<file path="src/rtl/axi4_lite_reg_bank_irq_ctrl.sv">
// AXI4-Lite register bank with per-source edge/level IRQ capture, W1C status, enable mask and registered ps_irq.
// Optional IRQ_COUNT register at index num_regs+3 when AXI4_LITE_IRQ_COUNT_EN is defined.
module axi4_lite_reg_bank_irq_ctrl #(
    parameter int unsigned         num_regs    = 2,
    parameter int unsigned         addr_width  = 7,
    parameter logic [num_regs-1:0] allow_write = {num_regs{1'b1}},
    parameter int unsigned         num_irq     = 1,
    parameter logic [num_irq-1:0]  irq_edge    = {num_irq{1'b0}}
) (
    input  logic                     clk,
    input  logic                     rst,
    input  logic [num_irq-1:0]       irq,
    output logic                     ps_irq,
    output logic                     irq_reset,
    output logic [32*num_regs-1:0]   reg_val,
    input  logic [32*num_regs-1:0]   reg_in,
    input  logic [addr_width-1:0]    s_axi_awaddr,
    input  logic [2:0]               s_axi_awprot,
    input  logic                     s_axi_awvalid,
    output logic                     s_axi_awready,
    input  logic [31:0]              s_axi_wdata,
    input  logic [3:0]               s_axi_wstrb,
    input  logic                     s_axi_wvalid,
    output logic                     s_axi_wready,
    output logic [1:0]               s_axi_bresp,
    output logic                     s_axi_bvalid,
    input  logic                     s_axi_bready,
    input  logic [addr_width-1:0]    s_axi_araddr,
    input  logic [2:0]               s_axi_arprot,
    input  logic                     s_axi_arvalid,
    output logic                     s_axi_arready,
    output logic [31:0]              s_axi_rdata,
    output logic [1:0]               s_axi_rresp,
    output logic                     s_axi_rvalid,
    input  logic                     s_axi_rready
);

    localparam int unsigned IDX_STATUS = num_regs;
    localparam int unsigned IDX_ENABLE = num_regs + 1;
    localparam int unsigned IDX_RAW    = num_regs + 2;
`ifdef AXI4_LITE_IRQ_COUNT_EN
    localparam int unsigned IDX_COUNT  = num_regs + 3;
    localparam int unsigned IDX_LAST   = num_regs + 3;
`else
    localparam int unsigned IDX_LAST   = num_regs + 2;
`endif
    localparam logic [1:0] RESP_OKAY   = 2'b00;
    localparam logic [1:0] RESP_SLVERR = 2'b10;

    logic                  awready_q, awready_d, wready_q, wready_d;
    logic                  aw_held_q, aw_held_d, w_held_q, w_held_d;
    logic [addr_width-1:0] awaddr_q, awaddr_d;
    logic [31:0]           wdata_q, wdata_d;
    logic [3:0]            wstrb_q, wstrb_d;
    logic                  bvalid_q, bvalid_d;
    logic [1:0]            bresp_q, bresp_d;
    logic                  arready_q, arready_d, rvalid_q, rvalid_d;
    logic [31:0]           rdata_q, rdata_d;
    logic [1:0]            rresp_q, rresp_d;
    logic [31:0]           regs_q [num_regs];
    logic [31:0]           regs_d [num_regs];
    logic [num_irq-1:0]    enable_q, enable_d, pending_q, pending_d, irq_prev_q;
    logic [num_irq-1:0]    irq_set, irq_clr;
    logic                  ps_irq_q, ps_irq_d, irq_reset_q, irq_reset_d;

    logic                  aw_hs, w_hs, ar_hs, do_write;
    logic [addr_width-1:0] wr_addr;
    logic [31:0]           wr_data, wr_mask, rd_data;
    logic [3:0]            wr_strb;
    logic [1:0]            rd_resp;
    int unsigned           widx, ridx;
    logic                  unused_ok;

    assign aw_hs    = awready_q & s_axi_awvalid;
    assign w_hs     = wready_q & s_axi_wvalid;
    assign ar_hs    = arready_q & s_axi_arvalid;
    // A beat arriving this cycle is used directly so the update lands one cycle after the last beat.
    assign do_write = (aw_held_q | aw_hs) & (w_held_q | w_hs) & ~bvalid_q;
    assign wr_addr  = aw_held_q ? awaddr_q : s_axi_awaddr;
    assign wr_data  = w_held_q ? wdata_q : s_axi_wdata;
    assign wr_strb  = w_held_q ? wstrb_q : s_axi_wstrb;
    assign wr_mask  = {{8{wr_strb[3]}}, {8{wr_strb[2]}}, {8{wr_strb[1]}}, {8{wr_strb[0]}}};
    assign widx     = 32'(wr_addr[addr_width-1:2]);
    assign ridx     = 32'(s_axi_araddr[addr_width-1:2]);
    assign unused_ok = ^{s_axi_awprot, s_axi_arprot, wr_addr[1:0], s_axi_araddr[1:0], reg_in};

    always_comb begin
        aw_held_d = aw_held_q | aw_hs;
        w_held_d  = w_held_q | w_hs;
        awaddr_d  = aw_hs ? s_axi_awaddr : awaddr_q;
        wdata_d   = w_hs ? s_axi_wdata : wdata_q;
        wstrb_d   = w_hs ? s_axi_wstrb : wstrb_q;
        bvalid_d  = bvalid_q;
        bresp_d   = bresp_q;
        if (bvalid_q && s_axi_bready) bvalid_d = 1'b0;
        if (do_write) begin
            aw_held_d = 1'b0;
            w_held_d  = 1'b0;
            bvalid_d  = 1'b1;
            bresp_d   = (widx > IDX_LAST) ? RESP_SLVERR : RESP_OKAY;
        end
        awready_d = ~aw_held_d & ~bvalid_d;
        wready_d  = ~w_held_d & ~bvalid_d;
    end

    always_comb begin
        for (int unsigned i = 0; i < num_regs; i++) begin
            regs_d[i] = regs_q[i];
            if (!allow_write[i])
                regs_d[i] = reg_in[32*i +: 32];
            else if (do_write && widx == i)
                regs_d[i] = (regs_q[i] & ~wr_mask) | (wr_data & wr_mask);
        end
        enable_d = enable_q;
        irq_clr  = '0;
        for (int unsigned i = 0; i < num_irq; i++) begin
            if (do_write && widx == IDX_ENABLE && wr_mask[i]) enable_d[i] = wr_data[i];
            if (do_write && widx == IDX_STATUS) irq_clr[i] = wr_mask[i] & wr_data[i];
            irq_set[i] = irq_edge[i] ? (irq[i] & ~irq_prev_q[i]) : irq[i];
        end
        pending_d   = irq_set | (pending_q & ~irq_clr);
        ps_irq_d    = |(pending_q & enable_q);
        irq_reset_d = do_write && (widx == IDX_STATUS);
    end

`ifdef AXI4_LITE_IRQ_COUNT_EN
    logic [31:0] count_q, count_d;
    always_comb begin
        count_d = (do_write && widx == IDX_COUNT) ? '0 : count_q;
        if (ps_irq_d && !ps_irq_q && count_d != '1) count_d = count_d + 32'd1;
    end
`endif

    always_comb begin
        rd_data = '0;
        rd_resp = RESP_OKAY;
        if (ridx < num_regs) begin
            for (int unsigned i = 0; i < num_regs; i++)
                if (ridx == i) rd_data = regs_q[i];
        end else if (ridx == IDX_STATUS) begin
            rd_data[num_irq-1:0] = pending_q;
        end else if (ridx == IDX_ENABLE) begin
            rd_data[num_irq-1:0] = enable_q;
        end else if (ridx == IDX_RAW) begin
            rd_data[num_irq-1:0] = irq;
`ifdef AXI4_LITE_IRQ_COUNT_EN
        end else if (ridx == IDX_COUNT) begin
            rd_data = count_q;
`endif
        end else begin
            rd_resp = RESP_SLVERR;
        end
        rdata_d  = ar_hs ? rd_data : rdata_q;
        rresp_d  = ar_hs ? rd_resp : rresp_q;
        rvalid_d = ar_hs | (rvalid_q & ~s_axi_rready);
        arready_d = ~rvalid_d;
    end

    always_ff @(posedge clk) begin
        if (rst) begin
            awready_q   <= 1'b0;
            wready_q    <= 1'b0;
            aw_held_q   <= 1'b0;
            w_held_q    <= 1'b0;
            awaddr_q    <= '0;
            wdata_q     <= '0;
            wstrb_q     <= '0;
            bvalid_q    <= 1'b0;
            bresp_q     <= RESP_OKAY;
            arready_q   <= 1'b0;
            rvalid_q    <= 1'b0;
            rdata_q     <= '0;
            rresp_q     <= RESP_OKAY;
            for (int unsigned i = 0; i < num_regs; i++) regs_q[i] <= '0;
            enable_q    <= '0;
            pending_q   <= '0;
            irq_prev_q  <= '0;
            ps_irq_q    <= 1'b0;
            irq_reset_q <= 1'b0;
`ifdef AXI4_LITE_IRQ_COUNT_EN
            count_q     <= '0;
`endif
        end else begin
            awready_q   <= awready_d;
            wready_q    <= wready_d;
            aw_held_q   <= aw_held_d;
            w_held_q    <= w_held_d;
            awaddr_q    <= awaddr_d;
            wdata_q     <= wdata_d;
            wstrb_q     <= wstrb_d;
            bvalid_q    <= bvalid_d;
            bresp_q     <= bresp_d;
            arready_q   <= arready_d;
            rvalid_q    <= rvalid_d;
            rdata_q     <= rdata_d;
            rresp_q     <= rresp_d;
            for (int unsigned i = 0; i < num_regs; i++) regs_q[i] <= regs_d[i];
            enable_q    <= enable_d;
            pending_q   <= pending_d;
            irq_prev_q  <= irq;
            ps_irq_q    <= ps_irq_d;
            irq_reset_q <= irq_reset_d;
`ifdef AXI4_LITE_IRQ_COUNT_EN
            count_q     <= count_d;
`endif
        end
    end

    for (genvar g = 0; g < num_regs; g++) begin : g_reg_val
        assign reg_val[32*g +: 32] = regs_q[g];
    end

    assign ps_irq        = ps_irq_q;
    assign irq_reset     = irq_reset_q;
    assign s_axi_awready = awready_q;
    assign s_axi_wready  = wready_q;
    assign s_axi_bresp   = bresp_q;
    assign s_axi_bvalid  = bvalid_q;
    assign s_axi_arready = arready_q;
    assign s_axi_rdata   = rdata_q;
    assign s_axi_rresp   = rresp_q;
    assign s_axi_rvalid  = rvalid_q;

endmodule

</file>
<file path="config.mk">
export PLATFORM = sky130hd
export DESIGN_NAME = axi4_lite_reg_bank_irq_ctrl
export DESIGN_NICKNAME = d
export VERILOG_FILES = /design/src/rtl/axi4_lite_reg_bank_irq_ctrl.sv
export SDC_FILE = /design/constraint.sdc
export NUM_CORES = 1
export LEC_CHECK = 0
export BUFFER_PORTS_ARGS = -buffer_cell sky130_fd_sc_hd__buf_2
export CORE_MARGIN = 2
export CORE_UTILIZATION = 54
export DETAILED_ROUTE_END_ITERATION = 7
export MAX_ROUTING_LAYER = met4
export PLACE_DENSITY = 0.86
export SKIP_LAST_GASP = 1
export SLEW_MARGIN = 20
export SYNTH_ARGS = -nofsm -noshare
export SYNTH_HDL_FRONTEND = slang
export SYNTH_SLANG_ARGS = --single-unit
</file>
<file path="constraint.sdc">
create_clock -name clk -period 4.7 [get_ports clk]
set_input_delay 1.41 -clock clk [delete_from_list [all_inputs] [get_ports clk]]
set_output_delay 1.41 -clock clk [all_outputs]
set_load 0.05 [all_outputs]
</file>
==> results.yml <==
sta:
  rsz_0062_raised_after_global_routing: "false"
  worstMarginPinSlew_ns: 1.06
  setup_violations: 0
  timing.final.max_slew_violations: 0
  fmax_mhz: 323
  hold_violations_final: 0
  clock-skew-final_ns: 0.00492
  min_period_ns: 3.10
  relative_slew_margins: 0.291
  timing.setup.tns_ns: 0
  final_min_period_over_clock_period: 0.659
pwr:
  vdd_drop_max_uv: 216
  clock_network_fraction_of_total_power: 0.438
  static_leak_nw: 3.16
  power_switching_share: 0.244
  p_per_area_nw_per_um2: 357
  internal_cell_power_mw: 2.14
  power.total_mw: 2.83
  combinational_share_of_power: 0.094
  net-switching-power_uw: 692
  seqPwrFrac: 0.468
grt:
  first_global_vias: 5317
  largest_net_degree_at_the_start_of_global_routing: 79
  use_met2: 0.426
  grt_util_all_layers: 0.266
  antenna_found_initial: 1
  grt_use_met3: 0.0577
  global_routing_usage_on_met1: 0.327
  grt-ovfl-total: 0
  grt_first_pass_wirelength_um: 26600
  grt_most_used_layer: "met2"
cts:
  clock_insertion_delay_worst_skew_ns: 0.42
  clock-root-buffer: "sky130_fd_sc_hd__clkbuf_16"
  cts-root-to-sink-buffers: 2
  clk_pin_slew_worst_paths_ns: 0.05
  hold_buffers: 0
  cts_made_buffers: 17
  postCtsSetupBuffers: 0
  cts.htree.levels: 4
  tritoncts_num_sinks: 150
  cts_tree: "built"
  cts.repair.resized: 0
setup_path:
  crit_path_max_fanout: 20
  crit_path_top_delay_cell: "sky130_fd_sc_hd__and2_1"
  critical_path_arrival_ns: 3.34
  critical_path.startpoint: "s_axi_awaddr[3]"
  critical_path.max_stage_delay_ns: 0.51
  timing.critical_path.max_delay_family: "simple AND/OR/NAND/NOR gates"
  start_kind: "primary input"
  critical_path_buf_inv_count: 2
  critical_path.endpoint_type: "register"
  rr_startpoint: "w_held_q"
  crit_chain: "buf_2 -> or3b_2 -> a22oi_2 -> and2_1 -> buf_4 -> a221oi_1"
  critical_path_required_ns: 4.95
  worst-setup-path-type: "in -> reg"
detailed_routing:
  remaining_drc_errors: 0
  postRouteWirelength_um: 16600
  drtAntennaViolNets: 0
  vias_per_cell: 5.64
  route.vias.total: 5602
  dr.pass1.iters: 4
  wl_cell_um: 16.7
  dr.first_iter.drc_count: 323
synth:
  synthesis.instances: 694
  seq_total_area_yosys: 0.459
  avgSynthCellArea_um2: 9.43
  synth_top_area_frac: 0.459
  post_synthesis_cell_area_um2: 6540
  postSynth.topFlopCell: "sky130_fd_sc_hd__dfxtp_1"
  synth.area.top_cells: "sky130_fd_sc_hd__dfxtp_1 46%, sky130_fd_sc_hd__a221oi_2 7.1%, sky130_fd_sc_hd__mux2i_1 5.8%"
  postSynth.asyncResetShare: 0
  synth-edff-count: 0
  total_of_flip_flops_plus_latches_after_synthesis: 150
  warnings_from_yosys: 0
  synth.lib_cells_used.distinct: 44
  synth_area_leader_cell: "sky130_fd_sc_hd__dfxtp_1"
floorplan:
  chipWidth_um: 114
  die_area_um2: 13000
  fp-row-count: 40
  die_y_um: 114
  io_pins: 235
  core_area_um2: 11900
  start_util: 0.549
outcome:
  status: "completed"
run:
  max_cap_viols: 0
min_path:
  min_path_type: "reg -> reg"
  holdCritStartpoint: "wstrb_q[1]"
final_layout:
  final.fill_count: 972
  post_route_cells_drive_above_1_share: 0.290
  syn_to_final_growth_pct: 21.3
  final_net_count: 961
  final_area_um2: 7940
place:
  place_hpwl_um: 11200
  dpl_cell_area_um2: 7390
  gpl.final_weighted_congestion: 0.861
  io_buffers: 158
path summary, 6_finish.rpt:
check               endpoint  slack [ns]  depth (start not counted)
setup reg to reg    register        1.84                          5
hold reg to reg   wstrb_q[1]        0.45                          2
setup / recovery    register        1.60                          6
hold / removal    wstrb_q[1]        0.45                          2
cell usage after synthesis, drive strengths merged (2+ instances only):
| master | n |
|---|---|
| a211oi | 34 |
| a21oi | 47 |
| a221oi | 62 |
| a2bb2oi | 32 |
| a311oi | 2 |
| and2 | 4 |
| buf | 18 |
| clkbuf | 34 |
| dfxtp | 150 |
| inv | 66 |
| mux2 | 4 |
| mux2i | 38 |
| nand2 | 83 |
| nand2b | 3 |
| nand3 | 15 |
| nand3b | 3 |
| nor2 | 40 |
| nor2b | 36 |
| nor3 | 4 |
| nor4 | 2 |
| o21ai | 2 |
| or3 | 2 |
| or3b | 3 |
metrics by stage:
step | hold WS [ns] | utilization | cells | worst slack (ns)
5_1_grt | 0.474 | 0.666 | 993 | 1.50
4_1_cts | 0.454 | 0.666 | 992 | 1.64
3_5_place_dp | 0.446 | 0.621 | 961 | 1.21
3_3_place_gp | 0.441 | 0.621 | 961 | 1.20
6_report | 0.452 | 0.666 | 993 | 1.60
2_1_floorplan | 0.432 | - | 695 | 1.73
worst reg2reg max path, cell delays in order (launching register included):
cell	delay, ns
sky130_fd_sc_hd__dfxtp_2	0.82
sky130_fd_sc_hd__buf_4	0.44
sky130_fd_sc_hd__mux2i_1	0.76
sky130_fd_sc_hd__inv_1	0.20
sky130_fd_sc_hd__nand3_1	0.35
sky130_fd_sc_hd__a221oi_1	0.15
power by group through the flow:
stage / Sequential (mW) / Clock, mW / Combinational, mW
after global routing: 1.33 / 1.32 / 0.291
after CTS: 1.33 / 1.25 / 0.267
after floorplan: 1.36 / 0 / 0.176
final: 1.33 / 1.24 / 0.267
after detailed placement: 1.35 / 0 / 0.265
after global placement: 1.35 / 0 / 0.260
layer usage:
metal | up-vias | part of all wire
li1 | 2741 | -
met1 | 2643 | 0.44
met2 | 185 | 0.49
met3 | 33 | 0.053
met4 | 0 | 0.023
met5 | - | 0
cells in the final DEF (no fill, tap or decap), types with 32 or more instances in the layout:
master	count
sky130_fd_sc_hd__inv_1	66
sky130_fd_sc_hd__a211oi_1	32
sky130_fd_sc_hd__a21oi_1	47
sky130_fd_sc_hd__nor2b_1	36
sky130_fd_sc_hd__a2bb2oi_1	32
sky130_fd_sc_hd__buf_2	157
sky130_fd_sc_hd__dfxtp_1	149
sky130_fd_sc_hd__nor2_1	40
sky130_fd_sc_hd__mux2i_1	38
sky130_fd_sc_hd__nand2_1	83
kinds of logic (layout without fill, tap and decap cells):
kind of cell,count (synthesis),in the layout,synth area share
compound gates,183,183,0.244
buf+inv,118,268,0.0769
other cells,1,3,0.000573
mux,42,42,0.0656
flops,150,150,0.459
simple gates,200,200,0.154
layout make-up:
class,instances,area [um^2],share of cell area
Inverter,66,248,0.0312
Multi-Input combinational cell,427,3040,0.383
Antenna cell,1,2.50,0.000315
Clock inverter,3,15.0,0.00189
Tap cell,147,184,0.0232
Timing Repair Buffer,171,916,0.115
Sequential cell,150,3000,0.379
Clock buffer,28,527,0.0664
(Power assumes the default switching activity.)
